`src/rtl/aibio_rxdll_cal_fsm.sv`:
```
// rtl/aibio_rxdll_cal_fsm.sv - RX DLL calibration and lock controller
// Resets the DLL, servos the cap code on windowed phase-detector error, then tracks while locked.
module aibio_rxdll_cal_fsm #(
    parameter int WIN_W      = 8,
    parameter int CAP_W      = 5,
    parameter int SETTLE_CYC = 16
) (
    input  logic             i_clkin,
    input  logic             i_reset_n,
    input  logic             i_dll_en,
    input  logic             i_up,
    input  logic             i_dn,
    input  logic [3:0]       i_lockthresh,
    input  logic [1:0]       i_lockctrl,
    input  logic [CAP_W-1:0] i_cap_init,
    input  logic             i_cal_bypass,
    output logic [CAP_W-1:0] o_dll_capctrl,
    output logic             o_dll_reset,
    output logic             o_dll_lock,
    output logic             o_cal_err,
    output logic [2:0]       o_state
);

    localparam int ACC_W = WIN_W + 2;
    localparam int SET_W = $clog2(SETTLE_CYC) + 1;
    localparam int CNT_W = (WIN_W > SET_W) ? WIN_W : SET_W;
    localparam logic [CNT_W-1:0] RST_LAST    = CNT_W'(3);
    localparam logic [CNT_W-1:0] SETTLE_LAST = CNT_W'(SETTLE_CYC - 1);
    localparam logic [CNT_W-1:0] WIN_LAST    = CNT_W'((1 << WIN_W) - 1);
    localparam logic [CAP_W-1:0] CAP_MID     = CAP_W'(1 << (CAP_W - 1));
    localparam logic [CAP_W-1:0] CAP_MAX     = '1;

    typedef enum logic [2:0] {
        ST_IDLE   = 3'd0,
        ST_RST    = 3'd1,
        ST_SETTLE = 3'd2,
        ST_MEAS   = 3'd3,
        ST_ADJ    = 3'd4,
        ST_LOCKED = 3'd5,
        ST_FAIL   = 3'd6
    } state_t;

    state_t                    r_state;
    state_t                    w_state_nxt;
    logic [CNT_W-1:0]          r_cnt;
    logic signed [ACC_W-1:0]   r_acc;
    logic [3:0]                r_good;
    logic                      r_bypass;
    logic [CAP_W-1:0]          r_cap;

    logic signed [ACC_W-1:0]   w_delta;
    logic signed [ACC_W-1:0]   w_acc_sum;
    logic [ACC_W-1:0]          w_acc_abs;
    logic                      w_measuring;
    logic                      w_win_end;
    logic                      w_in_thr;
    logic                      w_in_trk;
    logic [3:0]                w_good_inc;
    logic [3:0]                w_need;
    logic                      w_adj_fail;

    // Window evaluation sees the sum including the current cycle's sample.
    assign w_delta     = (i_up & ~i_dn) ? ACC_W'(1) : ((i_dn & ~i_up) ? '1 : '0);
    assign w_acc_sum   = r_acc + w_delta;
    assign w_acc_abs   = w_acc_sum[ACC_W-1] ? ACC_W'(-w_acc_sum) : ACC_W'(w_acc_sum);
    assign w_measuring = (r_state == ST_MEAS) || (r_state == ST_LOCKED);
    assign w_win_end   = w_measuring && (r_cnt == WIN_LAST);
    assign w_in_thr    = w_acc_abs <= ACC_W'(i_lockthresh);
    assign w_in_trk    = w_acc_abs <= ACC_W'({i_lockthresh, 1'b0});
    assign w_good_inc  = r_good + 4'd1;
    assign w_need      = 4'd1 << i_lockctrl;
    assign w_adj_fail  = r_acc[ACC_W-1] ? (r_cap == CAP_MAX) : (r_cap == '0);

    always_comb begin
        w_state_nxt = r_state;
        case (r_state)
            ST_IDLE:   if (i_dll_en) w_state_nxt = ST_RST;
            ST_RST:    if (r_cnt == RST_LAST) w_state_nxt = ST_SETTLE;
            ST_SETTLE: if (r_cnt == SETTLE_LAST) w_state_nxt = i_cal_bypass ? ST_LOCKED : ST_MEAS;
            ST_MEAS: begin
                if (w_win_end) begin
                    if (!w_in_thr)
                        w_state_nxt = ST_ADJ;
                    else if (w_good_inc >= w_need)
                        w_state_nxt = ST_LOCKED;
                end
            end
            ST_ADJ:    w_state_nxt = w_adj_fail ? ST_FAIL : ST_SETTLE;
            ST_LOCKED: if (!r_bypass && w_win_end && !w_in_trk) w_state_nxt = ST_ADJ;
            ST_FAIL:   w_state_nxt = ST_FAIL;
            default:   w_state_nxt = ST_IDLE;
        endcase
        if (!i_dll_en) w_state_nxt = ST_IDLE;
    end

    always_ff @(posedge i_clkin) begin
        if (!i_reset_n) begin
            r_state  <= ST_IDLE;
            r_cap    <= CAP_MID;
            r_cnt    <= '0;
            r_acc    <= '0;
            r_good   <= '0;
            r_bypass <= 1'b0;
        end else begin
            r_state <= w_state_nxt;

            if (w_state_nxt != r_state || w_win_end || r_state == ST_IDLE || r_state == ST_FAIL)
                r_cnt <= '0;
            else
                r_cnt <= r_cnt + CNT_W'(1);

            // The failing window's sum is kept through ADJ to pick the step direction.
            if (w_state_nxt == ST_ADJ)
                r_acc <= w_acc_sum;
            else if (w_measuring && !w_win_end && w_state_nxt == r_state)
                r_acc <= w_acc_sum;
            else
                r_acc <= '0;

            if (r_state == ST_MEAS && w_state_nxt == ST_MEAS)
                r_good <= w_win_end ? w_good_inc : r_good;
            else
                r_good <= '0;

            if (r_state == ST_IDLE && w_state_nxt == ST_RST)
                r_cap <= i_cap_init;
            else if (r_state == ST_ADJ && w_state_nxt == ST_SETTLE)
                r_cap <= r_acc[ACC_W-1] ? r_cap + CAP_W'(1) : r_cap - CAP_W'(1);

            if (w_state_nxt == ST_IDLE)
                r_bypass <= 1'b0;
            else if (r_state == ST_SETTLE && w_state_nxt != ST_SETTLE)
                r_bypass <= i_cal_bypass;
        end
    end

    assign o_dll_capctrl = r_cap;
    assign o_dll_reset   = (r_state == ST_IDLE) || (r_state == ST_RST);
    assign o_dll_lock    = (r_state == ST_LOCKED);
    assign o_cal_err     = (r_state == ST_FAIL);
    assign o_state       = r_state;

endmodule

```
`config.mk`:
```
export PLATFORM = sky130hd
export DESIGN_NAME = aibio_rxdll_cal_fsm
export DESIGN_NICKNAME = d
export VERILOG_FILES = /design/src/rtl/aibio_rxdll_cal_fsm.sv
export SDC_FILE = /design/constraint.sdc
export NUM_CORES = 1
export LEC_CHECK = 0
export BUFFER_PORTS_ARGS = -buffer_cell sky130_fd_sc_hd__buf_2
export CORE_AREA = 2 2 76 78
export CTS_CLUSTER_DIAMETER = 150
export DETAILED_ROUTE_END_ITERATION = 6
export DIE_AREA = 0 0 78 80
export PLACE_DENSITY_LB_ADDON = 0.25
export SLEW_MARGIN = 5
export SYNTH_ARGS = -nofsm -noshare
export SYNTH_HDL_FRONTEND = slang
export SYNTH_SLANG_ARGS = --single-unit
export TNS_END_PERCENT = 30
```
`constraint.sdc`:
```
create_clock -name i_clkin -period 4.38 [get_ports i_clkin]
set_input_delay 0.219 -clock i_clkin [delete_from_list [all_inputs] [get_ports i_clkin]]
set_output_delay 0.219 -clock i_clkin [all_outputs]
set_load 0.05 [all_outputs]
```
==> impl_metrics.tcl, run 1 <==
set metrics [dict create \
    outcome "finished clean" \
    ys_top_cells_by_area "dfxtp_1 19%, ha_1 8.9%, nand2_1 3.7%, nand3_1 3.2%, xnor2_1 3.2%" \
    overflow 0 \
    async_flop_share 0 \
    ys.flop_type "dfxtp_1" \
    ff2ff_path_depth 17 \
    grt_pass1_wl_um 13900 \
    cp.arrival_ns 4.30 \
    gp_congestion 0.865 \
    cts.path.max_buffers 2 \
    dieArea_um2 6240 \
    antenna_found_initial 0 \
    start_kind "flop" \
    cts_resized 0 \
    maxCapViolations 0 \
    drc_errors 0 \
    tightest_slew_ns 0.715 \
    cts.hold.buffers_added 0 \
    p_seq_frac 0.405 \
    finalHoldViolCount 0 \
    slew_viol_final 0 \
    cp.required_ns 4.51 \
    path_max_fanout 10 \
    crit_path_end "r_acc[2]$_SDFF_PN0_" \
    avgSynthCellArea_um2 8.12 \
    min_period_over_period 0.951 \
    yosysSeqAreaShare 0.192 \
    fin_setup_tns_ns 0 \
    end_kind "flop" \
    post-route-min-period_ns 4.16 \
    rows 27 \
    cts_sinks 31 \
    dp.cells 497 \
    drtIter0Drc 230 \
    power_density_nw_per_um2 200 \
    finClkSkew_ns 0.00963 \
    clkLatencyLatePin_ns 0.29 \
    drive_gt1_frac 0.192 \
    r2r-start "r_acc[1]$_SDFF_PN0_" \
    p_int_mw 0.500 \
    p_total_mw 0.722 \
    cts_made_buffers 5 \
    grt_pass1_vias 3055 \
    worstHoldPathType "primary input to flop" \
    ant_nets 0 \
    syn_area_um2 3240 \
    htree_levels 2 \
    core_area_um2 5410 \
    layout.cells.non_filler 505 \
    die_w_um 78 \
    swShare 0.308 \
    gr-usage-all-layers 0.271 \
    ys_warn_count 0 \
    routed_via_density 6.43 \
    synth_edf_count 0 \
    antenna_cells 0 \
    max_freq_mhz 240 \
    multi_input_area_um2 2420 \
    rr_endpoint "r_acc[2]$_SDFF_PN0_" \
    worstSetupStartpoint "r_acc[1]$_SDFF_PN0_" \
    boundaryPins 28 \
    leakagePower_nw 1.43 \
    wl_per_cell_um 15.9 \
    p_clk_frac 0.355 \
    regArea_um2 621 \
    p_comb_frac 0.240 \
    drt_pre_antenna_iters 5 \
    io_buffer_count 27 \
    synth_nets 441 \
    clock-root-buffer "clkbuf_8" \
    nNetsFinal 474 \
    cts_tree "done" \
    hpwl_um 6110 \
    nFillCells 464 \
    grt_max_degree 23 \
    dr_total_vias 3246 \
    setup_violations 0 \
    chipHeight_um 80 \
    slew_headroom 0.523 \
    yosysTopAreaCell "dfxtp_1" \
    syn_inst 399 \
    initial_core_util 0.599 \
    ys_seq_elements 31 \
    wirelength_um 8030 \
    switchingPower_mw 0.223 \
    yosysTopAreaCellShare 0.192 \
    syn_to_final_growth_pct 11.5 \
    post_cts_buffers 0 \
    holdWs_ns 0.178 \
    clkTransAtPathRegs_ns 0.07 \
    path_class "flop to flop" \
    ir_worst_vdd_uv 170 \
    reg2reg_slack_ns 0.22 \
    ys_types 80 \
]
[state kept, by name (all words and copies together) (netlist names)]
signal and flops:
r_good 4, r_cnt 8, o_dll_capctrl 5, r_bypass 1
r_acc 10, o_state 3
[cell usage after synthesis, types with 9 or more instances]
master / instances
and3_1: 9
nand2b_1: 9
nor3_1: 9
ha_1: 23
xnor2_1: 12
nor4_1: 9
nor2_1: 25
o21ai_0: 16
nand3_1: 21
xor2_1: 10
a21oi_1: 13
nand2_1: 32
dfxtp_1: 31
inv_1: 20
[placed cells by master, fill, tap and decap left out, drive strengths merged, types with 3 or more instances in the layout]
cell type	instances
a211o	3
or3	5
o21a	6
nand2	32
or2	3
a21oi	13
o211ai	8
nor2b	8
nand2b	9
and3	9
o2111ai	6
buf	47
nand4	8
o32ai	10
nor2	26
and2	6
nor4	9
a21o	6
a31oi	3
nand3	21
nor3	10
dfxtp	31
ha	23
and4	3
o311ai	3
a221oi	4
xnor2	12
clkbuf	7
a211oi	7
inv	20
a41oi	4
o21ai	21
nor4b	3
xor2	10
[critical path, cell delays in order (launching register included)]
cell	delay, ns
dfxtp_1	0.34
ha_1	0.33
a21o_1	0.22
nand4_1	0.15
a41o_1	0.24
a21oi_1	0.23
nor2_1	0.14
o21ai_0	0.25
ha_1	0.29
nor2b_1	0.13
o21a_1	0.16
o21a_1	0.16
o21ai_0	0.19
inv_1	0.15
a21oi_1	0.19
a21oi_1	0.12
o2111ai_2	0.51
o32ai_1	0.19
[final cells by class]
class                           count  share of cell area
Clock buffer                        7              0.0267
Clock inverter                      1             0.00208
Inverter                           20              0.0208
Multi-Input combinational cell    327               0.671
Sequential cell                    31               0.172
Tap cell                           72              0.0249
Timing Repair Buffer               47              0.0825
[stage by stage]
step / worst slack, ns / cell area, µm² / utilization
after floorplan: 0.394 / 3240 / -
after global placement: 0.0249 / 3500 / 0.647
after detailed placement: -0.110 / 3500 / 0.647
after CTS: 0.179 / 3600 / 0.666
after global routing: -0.00276 / 3610 / 0.668
final: 0.215 / 3610 / 0.668
[metal layers]
metal,GRT usage,vias up,wire length (µm)
met4,0.0877,0,128
met1,0.352,1524,3660
met5,0,-,0
met3,0.0464,13,457
met2,0.459,128,3790
li1,-,1581,-
[worst min path at each step]
stage                     depth (start not counted)                             to  slack, ns             startpoint
final                                             2  o_dll_capctrl[4]$_SDFFE_PN1P_       0.18          i_cap_init[4]
after CTS                                         2  o_dll_capctrl[4]$_SDFFE_PN1P_       0.18          i_cap_init[4]
after global placement                            2          r_bypass$_SDFFE_PP0P_       0.45  r_bypass$_SDFFE_PP0P_
after detailed placement                          1            r_cnt[0]$_SDFF_PP0_       0.46    r_cnt[0]$_SDFF_PP0_
after floorplan                                   2          r_bypass$_SDFFE_PP0P_       0.36           i_cal_bypass
after global routing                              2  o_dll_capctrl[4]$_SDFFE_PN1P_       0.20          i_cap_init[4]
[cells by family (layout without fill, tap and decap cells)]
family	count (synthesis)	in the layout	synth area share
mux	4	4	0.0155
flops	31	31	0.192
compound gates	113	113	0.288
fa+ha+maj	25	25	0.101
xor+xnor	23	23	0.0668
buf+inv	41	75	0.0633
simple gates	162	162	0.274
[power groups by stage]
| stage | Sequential (mW) | Combinational (mW) | Clock (mW) |
|---|---|---|---|
| floorplan | 0.309 | 0.116 | 0 |
| global placement | 0.299 | 0.167 | 0 |
| detailed placement | 0.299 | 0.170 | 0 |
| CTS | 0.292 | 0.171 | 0.263 |
| global route | 0.293 | 0.192 | 0.275 |
| finish | 0.292 | 0.173 | 0.257 |
No activity file was read; power rests on OpenSTA's default activity.
==> run 2, diff against run 1 <==
- CORE_AREA: 2 2 76 78 -> 2 2 85 87
- DIE_AREA: 0 0 78 80 -> 0 0 87 89
==> run 2 against run 1 <==
  * Sequential power hardly changed
  * Routed wire length is 4.9% higher
  * Clock power is 2% higher
  * Register-to-register slack better by 0.20 ns
  * Cell area is 0.21% higher
  * Sequential share of layout area hardly changed
  * Via count is 1.6% lower
  * Worst setup slack better by 0.15 ns
  * Clock skew is 0.0052 ns lower
  * Non-clock buffer count is 3 lower
==> impl_metrics.tcl, run 2 (synthesized netlist as in run 1, its figures left out) <==
set metrics [dict create \
    crit_chain "buf_2 > inv_1 > ha_1 > inv_1 > ha_1 > fa_1 > a211oi_1 > a211oi_1 > or3_1 > nand2_1 > xor2_1 > ha_1 > nand3_1 > nor3b_1 > o21ai_0 > o31ai_2 > o211ai_1 > o2111ai_4 > buf_12 > nor4_1" \
    antenna_cells 0 \
    wl_per_cell_um 16.5 \
    cts.path.max_buffers 2 \
    grt.busiest_layer "met2" \
    boundaryPins 28 \
    cts.hold.buffers_added 0 \
    path_max_fanout 18 \
    use_met2 0.391 \
    leakagePower_nw 1.42 \
    post-route-min-period_ns 4.01 \
    start_kind "primary input" \
    rows 30 \
    min_period_over_period 0.916 \
    core_area_um2 6720 \
    wirelength_um 8430 \
    slew_viol_final 0 \
    final_common_cell "nand2_1" \
    die_w_um 87 \
    power_density_nw_per_um2 201 \
    cts_made_buffers 5 \
    max_freq_mhz 249 \
    worstHoldPathType "primary input to flop" \
    dieArea_um2 7740 \
    drc_errors 0 \
    cts_sinks 31 \
    path_class "primary input to flop" \
    rsz0062_at_grt "false" \
    cp.arrival_ns 4.20 \
    finalHoldViolCount 0 \
    io_buffer_count 27 \
    chipHeight_um 89 \
    drt_pre_antenna_iters 5 \
    routed_via_density 6.26 \
    end_kind "flop" \
    largest_reg_flops 10 \
    grt_max_degree 23 \
    slowest_delay_ns 0.48 \
    crit_family "adder cells" \
    cp.required_ns 4.57 \
    slew_headroom 0.551 \
    ant_nets 0 \
    htree_levels 2 \
    holdWs_ns 0.188 \
    outcome "finished clean" \
    hpwl_um 6440 \
    initial_core_util 0.482 \
    final_cell_mix "32 x nand2_1, 31 x dfxtp_1, 27 x buf_2" \
    crit_slowest_cell "fa_1" \
    nNetsFinal 471 \
    drtIter0Drc 118 \
    critPathBufInv 4 \
    clkLatencyLatePin_ns 0.29 \
    antenna_found_initial 0 \
    finClkSkew_ns 0.00444 \
    grt_pass1_vias 2946 \
    grt_pass1_wl_um 14100 \
    regMostFlops "r_acc" \
    nFillCells 636 \
    gr-usage-all-layers 0.226 \
    syn_to_final_growth_pct 11.7 \
    fin_setup_tns_ns 0 \
    maxCapViolations 0 \
    cts_tree "done" \
    clkTransAtPathRegs_ns 0.07 \
    clock-root-buffer "clkbuf_8" \
    ir_worst_vdd_uv 122 \
    grtUsageMet3 0.0305 \
    setup_violations 0 \
    dr_total_vias 3195 \
    crit_top_cell "ha_1" \
    gp_congestion 0.881 \
    overflow 0 \
    tightest_slew_ns 0.673 \
    grtUsageMet1 0.304 \
    drive_gt1_frac 0.188 \
]
run 2: final cells by class:
type / instances / area, µm² / area share
clock buffers: 7 / 96.3 / 0.0266
clock inverters: 1 / 7.51 / 0.00207
inverters: 20 / 75.1 / 0.0207
multi-input cells: 327 / 2440 / 0.675
flip-flops and latches: 31 / 621 / 0.172
well taps: 80 / 100 / 0.0277
repair buffers: 44 / 275 / 0.0761
run 2: final timing paths:
check | start | end | slack (ns) | cells after the start
min reg2reg | r_bypass$_SDFFE_PP0P_ | r_bypass$_SDFFE_PP0P_ | 0.48 | 2
max | i_up | r_cnt[3]$_SDFF_PP0_ | 0.37 | 20
max reg2reg | r_acc[0]$_SDFF_PN0_ | r_cnt[3]$_SDFF_PP0_ | 0.42 | 16
min | i_cap_init[4] | o_dll_capctrl[4]$_SDFFE_PN1P_ | 0.19 | 2
run 2: report_power, final:
part	switching, mW	internal (mW)
clock network	0.119	0.143
logic	0.102	0.0700
registers	0.00718	0.286
run 2: repair_timing:
| action | 4_1_cts | 5_1_grt |
|---|---|---|
| gates resized for setup | 0 | 5 |
| setup endpoints to repair | 0 | 19 |
| setup buffers | 0 | 1 |
run 2: per-layer routing:
metal	routed length (µm)	part of all wire	up-vias
met1	3880	0.46	1519
met4	74	0.0088	0
met3	353	0.042	7
met5	0	0	-
met2	4120	0.49	88
li1	-	-	1581
run 2: through the flow:
stage / power (mW) / std cells / util / worst slack, ns / cell area, µm²
2_1_floorplan: 0.426 / 399 / - / 0.394 / 3240
3_3_place_gp: 0.463 / 501 / 0.516 / 0.111 / 3460
3_5_place_dp: 0.467 / 501 / 0.516 / 0.0319 / 3460
4_1_cts: 0.725 / 509 / 0.531 / 0.305 / 3570
5_1_grt: 0.764 / 510 / 0.539 / 0.0236 / 3620
6_report: 0.727 / 510 / 0.539 / 0.366 / 3620
